## config.mk

```make
export PLATFORM = sky130hd
export DESIGN_NAME = ifetch_seq_flat
export DESIGN_NICKNAME = d
export VERILOG_FILES = /design/src/rtl/ifetch_seq_if.sv /design/src/rtl/ifetch_seq.sv /design/src/flat_wrapper.sv
export SDC_FILE = /design/constraint.sdc
export NUM_CORES = 1
export LEC_CHECK = 0
export ABC_AREA = 0
export BUFFER_PORTS_ARGS = -buffer_cell sky130_fd_sc_hd__buf_4
export CELL_PAD_IN_SITES_DETAIL_PLACEMENT = 0
export CELL_PAD_IN_SITES_GLOBAL_PLACEMENT = 1
export CORE_ASPECT_RATIO = 0.75
export CORE_UTILIZATION = 23
export CTS_BUF_LIST = sky130_fd_sc_hd__clkbuf_4 sky130_fd_sc_hd__clkbuf_8
export CTS_CLUSTER_SIZE = 20
export DETAILED_ROUTE_END_ITERATION = 8
export PLACE_DENSITY_LB_ADDON = 0.1
export SLEW_MARGIN = 10
export SYNTH_ARGS = -nofsm -noshare
export SYNTH_HDL_FRONTEND = slang
export SYNTH_SLANG_ARGS = --single-unit
export TNS_END_PERCENT = 30
```

## constraint.sdc

```tcl
create_clock -name clka -period 2.47 [get_ports clka]
set_input_delay 0.6175 -clock clka [delete_from_list [all_inputs] [get_ports clka]]
set_output_delay 0.6175 -clock clka [all_outputs]
set_load 0.01 [all_outputs]
```

## src/rtl/ifetch_seq_if.sv

```systemverilog
// Instruction-fetch bus: ROM address/data on one side, valid/ready instruction stream to decode on the other.
// master = fetch sequencer, slave = ROM + decode environment.
interface ifetch_seq_if #(
    parameter int unsigned AW = 6,
    parameter int unsigned DW = 32
) ();
    logic [AW-1:0] rom_addr;
    logic [DW-1:0] rom_data;
    logic          inst_valid;
    logic          inst_ready;
    logic [DW-1:0] inst_data;
    logic [AW-1:0] inst_pc;

    modport master (
        output rom_addr,
        input  rom_data,
        output inst_valid,
        input  inst_ready,
        output inst_data,
        output inst_pc
    );

    modport slave (
        input  rom_addr,
        output rom_data,
        input  inst_valid,
        output inst_ready,
        input  inst_data,
        input  inst_pc
    );
endinterface

```

## src/rtl/ifetch_seq.sv

```systemverilog
// Instruction-fetch sequencer for a 1-cycle-latency word-addressed ROM with a small output queue.
// Optional halt detection is enabled by defining IFETCH_HALT_EN.
module ifetch_seq #(
    parameter int unsigned   AW        = 6,
    parameter int unsigned   DW        = 32,
    parameter int unsigned   DEPTH     = 2,
    parameter logic [AW-1:0] RESET_PC  = '0,
    parameter logic [DW-1:0] HALT_WORD = '1
) (
    input  logic          clka,
    input  logic          rst_n,
    input  logic          start,
    input  logic          stop,
    input  logic          redirect_vld,
    input  logic [AW-1:0] redirect_pc,
    ifetch_seq_if.master  bus,
    output logic          busy,
    output logic          halted
);
    localparam int unsigned CW = $clog2(DEPTH + 1);
    localparam int unsigned SW = CW + 1;

    typedef enum logic [1:0] {
        ST_IDLE  = 2'd0,
        ST_FETCH = 2'd1
`ifdef IFETCH_HALT_EN
        , ST_HALT = 2'd2
`endif
    } state_t;

    state_t        state;
    state_t        state_nxt;
    logic [AW-1:0] pc;
    logic [AW-1:0] pc_nxt;
    logic          inflight;
    logic [AW-1:0] inflight_pc;
    logic [CW-1:0] count;
    logic [CW-1:0] count_nxt;
    logic [CW-1:0] wr_idx;
    logic          valid_q;
    logic [DW-1:0] q_data [DEPTH];
    logic [AW-1:0] q_pc   [DEPTH];

    logic fetching;
    logic pop;
    logic flush;
    logic push;
    logic room;
    logic issue;
    logic halt_cap;

    assign bus.rom_addr   = pc;
    assign bus.inst_valid = valid_q;
    assign bus.inst_data  = q_data[0];
    assign bus.inst_pc    = q_pc[0];

    // Next-state decode; priority redirect > start > stop > halt capture.
    always_comb begin
        fetching  = (state == ST_FETCH);
        pop       = valid_q & bus.inst_ready;
        flush     = fetching & (redirect_vld | start);
        push      = inflight & ~flush;
        halt_cap  = 1'b0;
`ifdef IFETCH_HALT_EN
        halt_cap  = fetching & push & ~stop & (bus.rom_data == HALT_WORD);
`endif
        room      = (SW'(count) + SW'(inflight)) < (SW'(DEPTH) + SW'(pop));
        issue     = fetching & ~redirect_vld & ~start & ~stop & ~halt_cap & room;
        wr_idx    = count - CW'(pop);
        count_nxt = flush ? '0 : (count + CW'(push) - CW'(pop));
        state_nxt = state;
        pc_nxt    = pc;
        if (flush) begin
            pc_nxt = redirect_vld ? redirect_pc : RESET_PC;
        end else if (start) begin
            state_nxt = ST_FETCH;
            pc_nxt    = RESET_PC;
        end else begin
            if (issue) begin
                pc_nxt = pc + AW'(1);
            end
            if (fetching && stop) begin
                state_nxt = ST_IDLE;
            end
`ifdef IFETCH_HALT_EN
            else if (halt_cap) begin
                state_nxt = ST_HALT;
            end
`endif
        end
    end

    // Control state, PC, in-flight tracking and status.
    always_ff @(posedge clka or negedge rst_n) begin
        if (!rst_n) begin
            state       <= ST_IDLE;
            pc          <= RESET_PC;
            inflight    <= 1'b0;
            inflight_pc <= '0;
            count       <= '0;
            valid_q     <= 1'b0;
            busy        <= 1'b0;
        end else begin
            state       <= state_nxt;
            pc          <= pc_nxt;
            inflight    <= issue;
            if (issue) begin
                inflight_pc <= pc;
            end
            count       <= count_nxt;
            valid_q     <= (count_nxt != '0);
            busy        <= (state_nxt != ST_IDLE) || (count_nxt != '0) || issue;
        end
    end

    // Shift queue: entry 0 is the head; it keeps its value when the queue empties.
    always_ff @(posedge clka or negedge rst_n) begin
        if (!rst_n) begin
            for (int i = 0; i < int'(DEPTH); i++) begin
                q_data[i] <= '0;
                q_pc[i]   <= '0;
            end
        end else begin
            if (pop && !flush && (count > CW'(1))) begin
                for (int i = 0; i < int'(DEPTH) - 1; i++) begin
                    q_data[i] <= q_data[i+1];
                    q_pc[i]   <= q_pc[i+1];
                end
            end
            for (int i = 0; i < int'(DEPTH); i++) begin
                if (push && (wr_idx == CW'(i))) begin
                    q_data[i] <= bus.rom_data;
                    q_pc[i]   <= inflight_pc;
                end
            end
        end
    end

`ifdef IFETCH_HALT_EN
    // The halt word is always the last queued entry, so the final pop in HALT delivers it.
    always_ff @(posedge clka or negedge rst_n) begin
        if (!rst_n) begin
            halted <= 1'b0;
        end else if (start) begin
            halted <= 1'b0;
        end else if ((state == ST_HALT) && pop && (count == CW'(1))) begin
            halted <= 1'b1;
        end
    end
`else
    logic unused_halt_word;
    assign unused_halt_word = ^HALT_WORD;
    assign halted           = 1'b0;
`endif

endmodule

```

## src/flat_wrapper.sv

```systemverilog
// flat-port wrapper written by rule: the top's interface ports become plain ports
module ifetch_seq_flat 
#(
    parameter int unsigned   AW        = 6,
    parameter int unsigned   DW        = 32,
    parameter int unsigned   DEPTH     = 2,
    parameter logic [AW-1:0] RESET_PC  = '0,
    parameter logic [DW-1:0] HALT_WORD = '1
)
  (clka, rst_n, start, stop, redirect_vld, redirect_pc, busy, halted, bus_rom_addr, bus_rom_data, bus_inst_valid, bus_inst_ready, bus_inst_data, bus_inst_pc);
  ifetch_seq_if #(.AW(AW), .DW(DW)) bus_i ();
  input  logic clka;
  input  logic rst_n;
  input  logic start;
  input  logic stop;
  input  logic redirect_vld;
  input  logic [AW-1:0] redirect_pc;
  output logic busy;
  output logic halted;
  output wire logic [$bits(bus_i.rom_addr)-1:0] bus_rom_addr;
  input wire logic [$bits(bus_i.rom_data)-1:0] bus_rom_data;
  output wire logic [$bits(bus_i.inst_valid)-1:0] bus_inst_valid;
  input wire logic [$bits(bus_i.inst_ready)-1:0] bus_inst_ready;
  output wire logic [$bits(bus_i.inst_data)-1:0] bus_inst_data;
  output wire logic [$bits(bus_i.inst_pc)-1:0] bus_inst_pc;
  assign bus_rom_addr = bus_i.rom_addr;
  assign bus_i.rom_data = bus_rom_data;
  assign bus_inst_valid = bus_i.inst_valid;
  assign bus_i.inst_ready = bus_inst_ready;
  assign bus_inst_data = bus_i.inst_data;
  assign bus_inst_pc = bus_i.inst_pc;
  ifetch_seq #(.AW(AW), .DW(DW), .DEPTH(DEPTH), .RESET_PC(RESET_PC), .HALT_WORD(HALT_WORD)) u_core (.clka(clka), .rst_n(rst_n), .start(start), .stop(stop), .redirect_vld(redirect_vld), .redirect_pc(redirect_pc), .bus(bus_i), .busy(busy), .halted(halted));
endmodule
```

==> impl_metrics.csv, run 1 <==
group,metric,value,unit
run_status,status,"finished, final reports clean",
synthesis,syn_area,4350,um^2
sta,min_period,2.24,ns
clock_network,cts_buffers,9,
pwr,p_leak,2.53,nW
synthesis,syn_avg_cell_area,12.9,um^2
cells_and_area,fin_nets,436,
sta,slew_viol_final,0,
critical_path,cp-startpoint,"u_core.count[0]",
synthesis,synth_top_family_by_area,"compound AO/OA/AOI/OAI gates",
synthesis,synthSimpleGateAreaFrac,9.50,%
synthesis,ys_seq_elements,95,
synthesis,synth_fa_ha_area_share,1.15,%
clock_network,clk_pin_slew,0.10,ns
pwr,p_int,0.00301,W
synthesis,synth_cell_types,43,
global_route,grt_antenna_before_repair,0,
critical_path,startpoint_type,"flop",
pwr,swShare,28.0,%
sta,hold_viol,0,
routing,wl_per_cell,16.5,um
sta,rsz0062_at_grt,"no",
routing,ant_nets,0,
routing,num_vias,2774,
place,dp_hpwl,6500,um
clock_network,cts_resized,0,
critical_path,cp_slowest_cell,"or4_4",
synthesis,synth-async-reset-ratio,100,%
critical_path,cp_common_cell,"ha_1",
clock_network,clk_latency,0.38,ns
routing,drtIter0Drc,126,
sta,skew,0.0180,ns
clock_network,post_cts_buffers,0,
clock_network,clock_path_buffers,2,
synthesis,synth-edff-count,0,
cells_and_area,syn_to_final_growth,22.3,%
pwr,pwr-share-comb,22.5,%
critical_path,cp_slowest_stage_delay,0.46,ns
floorplan,die_y,121,um
floorplan,die_x,161,um
global_route,grt_pass1_vias,2865,
min_path,hold_path.class,"in -> async",
floorplan,num_io_pins,91,
critical_path,crit_fanout,5,
critical_path,criticalPathCategory,"reg -> reg",
floorplan,start_util,23.5,%
pwr,p_switching,0.00117,W
place,gp_congestion,0.695,
synthesis,synth_compound_area_share,13.0,%
routing,routed_via_density,4.33,
job,max_cap_viol_count,0,
synthesis,syn_inst,338,
pwr,clkPwrFrac,28.2,%
global_route,grt_pass1_wl,16600,um
cells_and_area,drive_gt1_share,42.2,%
sta,finalCritPeriodShare,90.7,%
global_route,grt-ovfl-total,0,
sta,setup-violations-final,0,
sta,max_freq,446,MHz
floorplan,num_rows,43,
routing,routed_wirelength,10600,um
global_route,track_usage,11.4,%
global_route,grt_max_degree,96,
place,port_buffers,89,
pwr,power_frac_seq,49.4,%
critical_path,critPathRequiredTime,2.73,ns
clock_network,cts_sinks,95,
critical_path,path_cells,"ha_1 > ha_1 > or4_4 > a211oi_4 > mux2_2 > a22o_2",
clock_network,hold_buffers,0,
cells_and_area,n_antenna_cell,0,
synthesis,synthFlopType,"dfrtp_1",
clock_network,h-tree-depth,3,
synthesis,synth_xor_area_share,1.01,%
critical_path,crit_path_end_kind,"flop",
synthesis,yosys_warnings,0,
floorplan,core_area,18500,um^2
sta,worst_slew_pin_slew,0.521,ns
sta,setup_tns,0,ns
synthesis,synth_nets,386,
pwr,peakVddDrop,0.314,mV
synthesis,ys_seq_area_share,54.7,%
routing,drc_errors,0,
cells_and_area,post-route-util,28.7,%
clock_network,root_buffer,"clkbuf_8",
synthesis,synth_mux_area_share,11.6,%
critical_path,timing.rr.start,"u_core.count[0]",
sta,maxSlewHeadroom,64.4,%
critical_path,critical_path_arrival,2.49,ns
floorplan,die_area,19500,um^2
pwr,p_per_area,786,nW/um^2
clock_network,cts_tree,"built",
routing,drt_first_pass_iters,4,
sta,whs,0.285,ns
==> critical path, delay by kind of cell (launching register included) <==
family / cells / cell delay [ns]
simple gates: 1 / 0.46
compound gates: 2 / 0.46
flops: 1 / 0.44
fa+ha+maj: 2 / 0.41
mux: 1 / 0.36
==> layer usage <==
| layer | vias to the layer above | GRT usage [%] | wire length [um] |
|---|---|---|---|
| met5 | - | 0 | 0 |
| met4 | 0 | 3.54 | 122 |
| met3 | 9 | 3.32 | 452 |
| met2 | 64 | 17.2 | 4580 |
| met1 | 1404 | 15.8 | 5420 |
| li1 | 1297 | - | - |
==> cell type report <==
cell class | count | area, um^2
clock inverters | 6 | 92.6
repair buffers | 97 | 803
inverters | 3 | 11.3
flip-flops and latches | 95 | 2380
fillers | 1921 | 13200
multi-input cells | 182 | 1590
well taps | 247 | 309
clock buffers | 10 | 131
==> worst paths after layout <==
| kind | endpoint | slack (ns) | cells past startpoint |
|---|---|---|---|
| worst min register to register | u_core.q_data[22] | 0.50 | 1 |
| worst max-delay path | u_core.bus.rom_addr[1] | 0.23 | 6 |
| min in group clka | u_core.bus.rom_addr[5] | 0.45 | 3 |
| max in group asynchronous | u_core.q_data[20] | 1.77 | 2 |
| worst min-delay path | u_core.bus.rom_addr[5] | 0.28 | 2 |
| worst max register to register | u_core.bus.rom_addr[1] | 0.23 | 6 |
==> through the flow <==
step	instance area (um^2)	instances	power [W]	worst slack [ns]
2_1_floorplan	4350	338	0.00276	0.0862
3_3_place_gp	5090	624	0.00304	0.174
3_5_place_dp	5090	624	0.00306	0.176
4_1_cts	5310	640	0.00428	0.211
5_1_grt	5310	640	0.00444	0.147
6_report	5310	640	0.00417	0.230
==> synthesized netlist by cell type, types with 2 or more instances <==
library cell / count / area, um^2
buf_2: 5 / 25.0
buf_4: 39 / 293
mux2_2: 44 / 495
nand2_1: 4 / 15.0
o21ai_0: 3 / 15.0
ha_1: 4 / 50.1
nor2_1: 7 / 26.3
xor2_1: 2 / 17.5
and2_1: 39 / 244
dfrtp_1: 95 / 2380
a22o_1: 2 / 17.5
inv_1: 3 / 11.3
xnor2_1: 3 / 26.3
a2111oi_0: 2 / 17.5
nand3b_1: 3 / 22.5
buf_1: 4 / 15.0
a221o_1: 38 / 380
nor2b_1: 3 / 18.8
nand3_1: 3 / 15.0
clkbuf_1: 9 / 33.8
a32oi_1: 2 / 17.5
nand2b_1: 3 / 18.8
==> cell families (layout without fill, tap and decap cells) <==
group / count (synthesis) / in the layout
XOR/XNOR: 5 / 5
adder cells (fa/ha/maj): 4 / 4
flip-flops: 95 / 95
AO/OA/AOI/OAI: 58 / 58
AND/OR/NAND/NOR: 69 / 69
multiplexers: 45 / 45
buffers and inverters: 61 / 116
other: 1 / 1
==> state kept, by name (all words and copies together), names as in the netlist <==
signal and cells:
u_core.bus.inst_valid 1, u_core.bus.inst_pc 6, u_core.busy 1, u_core.inflight_pc 6, u_core.q_data 32, u_core.state 2
u_core.count 2, u_core.bus.rom_addr 6, u_core.q_pc 6, u_core.inflight 1, u_core.bus.inst_data 32
==> layout by cell type (no fill, tap or decap), types with 4 or more instances in the layout <==
cell type and instances:
buf_12 6, mux2_2 44, and2_1 39, nand2_1 4, buf_4 91, dfrtp_1 95, clkbuf_8 9, ha_1 4
a221o_1 38, nor2_1 6
==> power groups by stage <==
stage / Sequential, W / Combinational (W) / Clock (W)
6_report: 0.00206 / 0.000938 / 0.00118
3_5_place_dp: 0.00210 / 0.000962 / 0
4_1_cts: 0.00207 / 0.000961 / 0.00125
5_1_grt: 0.00210 / 0.00102 / 0.00131
3_3_place_gp: 0.00209 / 0.000954 / 0
2_1_floorplan: 0.00202 / 0.000744 / 0
No activity file was read; power rests on OpenSTA's default activity.
==> run 2, diff against run 1 <==
CORE_UTILIZATION = 45   (was 23)
==> run 2 against run 1 <==
Effect of this change: total power shrank 6.3%; clock-buffer cell count is 1 higher; worst setup slack got worse by 0.031 ns; flip-flop and latch count did not move; global-route usage is 6.9 points higher; clock power is 21% lower; combinational power decreased by 0.7%; non-clock buffer count unchanged; fmax fell by 1.4%; first-iteration DRC count is 4.0% lower; final area down 4.2%; critical endpoint is now u_core.bus.rom_addr[2]; largest cell class unchanged.
==> impl_metrics.csv, run 2 (same netlist as run 1, synthesis figures left out) <==
group,metric,value,unit
cells_and_area,syn_to_final_growth,17.1,%
critical_path,crit_path_end_kind,"flop",
clock_network,post_cts_buffers,0,
clock_network,root_buffer,"clkbuf_8",
cells_and_area,final_cells,520,
pwr,peakVddDrop,0.415,mV
place,dp_hpwl,5500,um
cells_and_area,drive_gt1_share,41.8,%
cells_and_area,layout_commonest_cell,"dfrtp_1",
cells_and_area,mostFrequentLayoutCells,"dfrtp_1, buf_4, mux2_2",
place,port_buffers,89,
critical_path,critical_path_arrival,2.52,ns
critical_path,cp_slowest_stage_delay,0.54,ns
place,dpl-instance-area,4910,um^2
clock_network,clk_latency,0.35,ns
routing,routed_via_density,5.23,
critical_path,reg2reg_to,"u_core.bus.rom_addr[2]",
global_route,track_usage,18.3,%
critical_path,path_cells,"ha_1 > ha_1 > or4_4 > a2111oi_0 > xor2_1 > a22o_1",
sta,maxSlewHeadroom,51.7,%
critical_path,cp-endpoint,"u_core.bus.rom_addr[2]",
clock_network,cts_resized,0,
clock_network,cts_tree,"built",
routing,drtIter0Drc,121,
routing,drt_first_pass_iters,4,
clock_network,h-tree-depth,3,
floorplan,die_x,115,um
sta,rsz0062_at_grt,"no",
sta,min_period,2.27,ns
cells_and_area,fin_nets,436,
critical_path,cp-startpoint,"u_core.count[0]",
clock_network,cts_sinks,95,
global_route,grt_max_degree,44,
cells_and_area,n_antenna_cell,0,
place,dp_cells,505,
pwr,clkPwrFrac,23.7,%
routing,wl_per_cell,16.3,um
routing,num_vias,2721,
critical_path,criticalPathCategory,"reg -> reg",
floorplan,start_util,47.3,%
critical_path,cp_common_cell,"ha_1",
sta,skew,0.0141,ns
pwr,p_leak,2.51,nW
floorplan,num_io_pins,91,
sta,slew_viol_final,0,
floorplan,die_area,10100,um^2
critical_path,crit_fanout,5,
clock_network,clk_pin_slew,0.09,ns
sta,worst_slew_pin_slew,0.725,ns
job,max_cap_viol_count,0,
floorplan,num_rows,30,
critical_path,timing.rr.start,"u_core.count[0]",
sta,setup-violations-final,0,
sta,hold_viol,0,
routing,drc_errors,0,
pwr,p_int,0.00282,W
critical_path,critPathRequiredTime,2.72,ns
clock_network,cts_buffers,9,
global_route,grt_pass1_vias,2682,
routing,ant_nets,0,
global_route,grt-ovfl-total,0,
routing,routed_wirelength,8480,um
floorplan,core_area,9200,um^2
clock_network,clock_path_buffers,2,
pwr,pwr-share-comb,23.8,%
pwr,power_frac_seq,52.5,%
cells_and_area,fin_area,5090,um^2
run_status,status,"finished, final reports clean",
global_route,grt_antenna_before_repair,0,
critical_path,startpoint_type,"flop",
min_path,hold_path.class,"in -> async",
cells_and_area,post-route-util,55.3,%
floorplan,die_y,87.1,um
pwr,p_switching,0.00109,W
place,gp_congestion,0.743,
clock_network,hold_buffers,0,
global_route,grt_pass1_wl,13900,um
sta,setup_tns,0,ns
pwr,swShare,27.8,%
sta,max_freq,440,MHz
pwr,p_per_area,769,nW/um^2
critical_path,r2r_slack,0.20,ns
critical_path,ff2ff_path_depth,6,
sta,finalCritPeriodShare,91.9,%
critical_path,cp_slowest_cell,"a2111oi_0",
-- run 2: changes by cell type in the layout (fill, tap and decap cells not counted), sizes merged --
cell | previous run | this run
bufinv | 2 | 0
clkbuf | 10 | 11
clkinvlp | 2 | 1
clkinv | 1 | 2
-- run 2: area by class of cell --
class                           instances  area, um^2
Sequential cell                        95        2380
Inverter                                3        11.3
Timing Repair Buffer                   97         778
Clock inverter                          4        30.0
Tap cell                              128         160
Fill cell                             804        4110
Clock buffer                           11         145
Multi-Input combinational cell        182        1590
-- run 2: power groups by stage --
| stage | logic, W | clock network (W) | registers, W |
|---|---|---|---|
| 2_1_floorplan | 0.000744 | 0 | 0.00202 |
| 3_3_place_gp | 0.000932 | 0 | 0.00208 |
| 4_1_cts | 0.000948 | 0.000980 | 0.00205 |
| 3_5_place_dp | 0.000949 | 0 | 0.00208 |
| 5_1_grt | 0.00103 | 0.00103 | 0.00210 |
| 6_report | 0.000931 | 0.000927 | 0.00205 |
-- run 2: worst min-delay path by stage --
stage / startpoint / end / slack, ns
global placement: u_core.q_data[24] / u_core.q_data[24] / 0.48
detailed placement: u_core.q_data[28] / u_core.q_data[28] / 0.49
CTS: rst_n / u_core.q_pc[4] / 0.18
floorplan: rst_n / u_core.bus.inst_data[0] / 0.32
finish: rst_n / u_core.bus.inst_pc[4] / 0.19
global route: rst_n / u_core.bus.inst_data[1] / 0.20
-- run 2: stage by stage --
stage                     power (W)  setup slack, ns  hold slack [ns]
after floorplan             0.00276           0.0862            0.322
after global placement      0.00301            0.173            0.480
after detailed placement    0.00303            0.154            0.487
after CTS                   0.00398            0.217            0.185
after global routing        0.00415            0.104            0.195
final                       0.00391            0.199            0.188
-- run 2: critical path, delay by kind of cell, from the launching register on --
family	cells	cell delay, ns
AOI/OAI and AO/OA	2	0.76
and+or+nand+nor	1	0.46
DFF	1	0.43
xor gates and xnor gates	1	0.13
adders and majority gates	2	0.40
-- run 2: layer usage --
metal / track usage, % / up-vias / routed length (um)
met5: 0 / - / 0
met4: 5.67 / 0 / 91
met3: 5.08 / 7 / 494
met1: 26.9 / 1355 / 4180
met2: 26.2 / 71 / 3710
li1: - / 1288 / -
==> run 3, diff against run 2 <==
BUFFER_PORTS_ARGS = default   (was -buffer_cell sky130_fd_sc_hd__buf_4)
CORE_UTILIZATION = 53   (was 45)
DONT_BUFFER_PORTS = 1   (was default)
==> run 3 against run 2 <==
Effect of this change: the run now ends with hold timing left; global-route usage is 1.2 points higher; routed wire length shrank 6.0%; fmax increased by 2.5%; die area decreased by 15%; utilization fell by 0.13 points; clock-buffer cell count unchanged; largest power group unchanged.
==> impl_metrics.csv, run 3 (same netlist as run 1, synthesis figures left out) <==
group,metric,value,unit
run_status,status,"complete, but fails checks",
run_status,violations,"hold timing",
pwr,p_per_area,829,nW/um^2
floorplan,die_x,107,um
clock_network,cts_tree,"built",
pwr,p_leak,2.06,nW
routing,ant_nets,0,
clock_network,root_buffer,"clkbuf_8",
global_route,grt_max_degree,96,
cells_and_area,mostFrequentLayoutCells,"dfrtp_1, mux2_2, and2_1",
clock_network,clk_latency,0.36,ns
floorplan,num_io_pins,91,
floorplan,num_rows,28,
job,max_cap_viol_count,0,
routing,routed_wirelength,7970,um
floorplan,start_util,54.9,%
global_route,track_usage,19.5,%
global_route,grt_pass1_wl,12700,um
cells_and_area,layout_commonest_cell,"dfrtp_1",
cells_and_area,fin_nets,345,
clock_network,clk_pin_slew,0.09,ns
critical_path,timing.rr.start,"u_core.inflight",
clock_network,cts_buffers,9,
clock_network,post_cts_buffers,0,
critical_path,critPathRequiredTime,2.71,ns
critical_path,startpoint_type,"flop",
sta,max_freq,451,MHz
sta,slew_viol_final,0,
clock_network,h-tree-depth,3,
sta,setup-violations-final,0,
sta,skew,0.0141,ns
critical_path,ff2ff_path_depth,6,
routing,drt_first_pass_iters,4,
critical_path,cp_common_cell,"ha_1",
cells_and_area,n_antenna_cell,0,
critical_path,path_cells,"ha_1 > ha_1 > or4_4 > a211oi_4 > mux2_2 > a22o_2",
critical_path,crit_path_end_kind,"flop",
routing,routed_via_density,5.98,
global_route,grt_pass1_vias,2384,
floorplan,core_area,7920,um^2
routing,num_vias,2433,
min_path,hold_path.class,"in -> async",
sta,rsz0062_at_grt,"no",
global_route,grt_antenna_before_repair,0,
cells_and_area,fin_area,4370,um^2
cells_and_area,drive_gt1_share,24.5,%
floorplan,die_area,8570,um^2
sta,maxSlewHeadroom,36.2,%
place,port_buffers,0,
clock_network,cts_resized,0,
sta,min_period,2.22,ns
critical_path,cp_slowest_cell,"or4_4",
place,dp_hpwl,5140,um
cells_and_area,syn_to_final_growth,0.576,%
global_route,grt-ovfl-total,0,
critical_path,cp_slowest_stage_delay,0.46,ns
clock_network,clock_path_buffers,2,
routing,drc_errors,0,
critical_path,criticalPathCategory,"reg -> reg",
critical_path,reg2reg_to,"u_core.bus.rom_addr[1]",
sta,whs,-0.0569,ns
floorplan,die_y,80.4,um
critical_path,r2r_slack,0.25,ns
critical_path,crit_fanout,4,
place,gp_congestion,0.751,
sta,finalCritPeriodShare,89.7,%
sta,worst_slew_pin_slew,0.954,ns
routing,drtIter0Drc,117,
pwr,peakVddDrop,0.388,mV
clock_network,cts_sinks,95,
sta,setup_tns,0,ns
place,dpl-instance-area,4160,um^2
routing,wl_per_cell,19.6,um
critical_path,critical_path_arrival,2.46,ns
sta,hold_viol,95,
==> run 3: cell count changes in the layout (fill, tap and decap cells not counted), sizes merged <==
cell      before  now
buf           97    6
bufinv         0    1
clkinv         2    3
clkinvlp       1    0
==> run 3: worst max path at each step <==
| stage | from | to | slack (ns) |
|---|---|---|---|
| floorplan | start | u_core.bus.rom_addr[1] | 0.09 |
| global placement | u_core.count[0] | u_core.bus.rom_addr[1] | 0.28 |
| detailed placement | start | u_core.bus.inst_data[30] | 0.22 |
| CTS | u_core.count[0] | u_core.bus.rom_addr[1] | 0.26 |
| global route | u_core.state[1] | u_core.bus.inst_pc[2] | 0.15 |
| finish | u_core.inflight | u_core.bus.rom_addr[1] | 0.25 |
==> run 3: area by class of cell <==
class	instances	area [um^2]
multi-input combinational	182	1590
clock inverter	5	67.6
fill	683	3550
sequential	95	2380
inverter	3	11.3
timing repair buffer	6	57.6
tap	105	131
clock buffer	11	139
==> run 3: worst max-delay path, delay by kind of cell, from the launching register on <==
kind | cells | cell delay [ns]
DFF | 1 | 0.44
and+or+nand+nor | 1 | 0.46
AOI/OAI and AO/OA | 2 | 0.46
adders and majority gates | 2 | 0.39
muxes | 1 | 0.36
==> run 3: power breakdown <==
group	leakage, nW	switching (W)	internal [W]
combinational	0.701	0.000117	0.000253
clock	0.106	0.000549	0.000504
sequential	1.25	0.000345	0.00185
total	2.06	0.00101	0.00261
==> run 3: metrics by stage <==
stage	total power (W)	hold WS, ns	cells	util, %	worst slack [ns]
final	0.00362	-0.0569	407	55.2	0.255
after global routing	0.00380	-0.0931	407	55.2	0.152
after CTS	0.00367	-0.0782	407	55.2	0.255
after detailed placement	0.00261	0.324	391	52.6	0.216
after global placement	0.00258	0.324	391	52.6	0.276
after floorplan	0.00276	0.322	338	-	0.0862
==> run 3: routing by layer <==
metal / routed length, um / track usage [%] / part of all wire, % / up-vias
met1: 3840 / 28.0 / 48 / 1252
met4: 49 / 4.52 / 0.61 / 0
met5: 0 / 0 / 0 / -
li1: - / - / - / 1107
met2: 3510 / 27.4 / 44 / 68
met3: 578 / 8.04 / 7.2 / 6
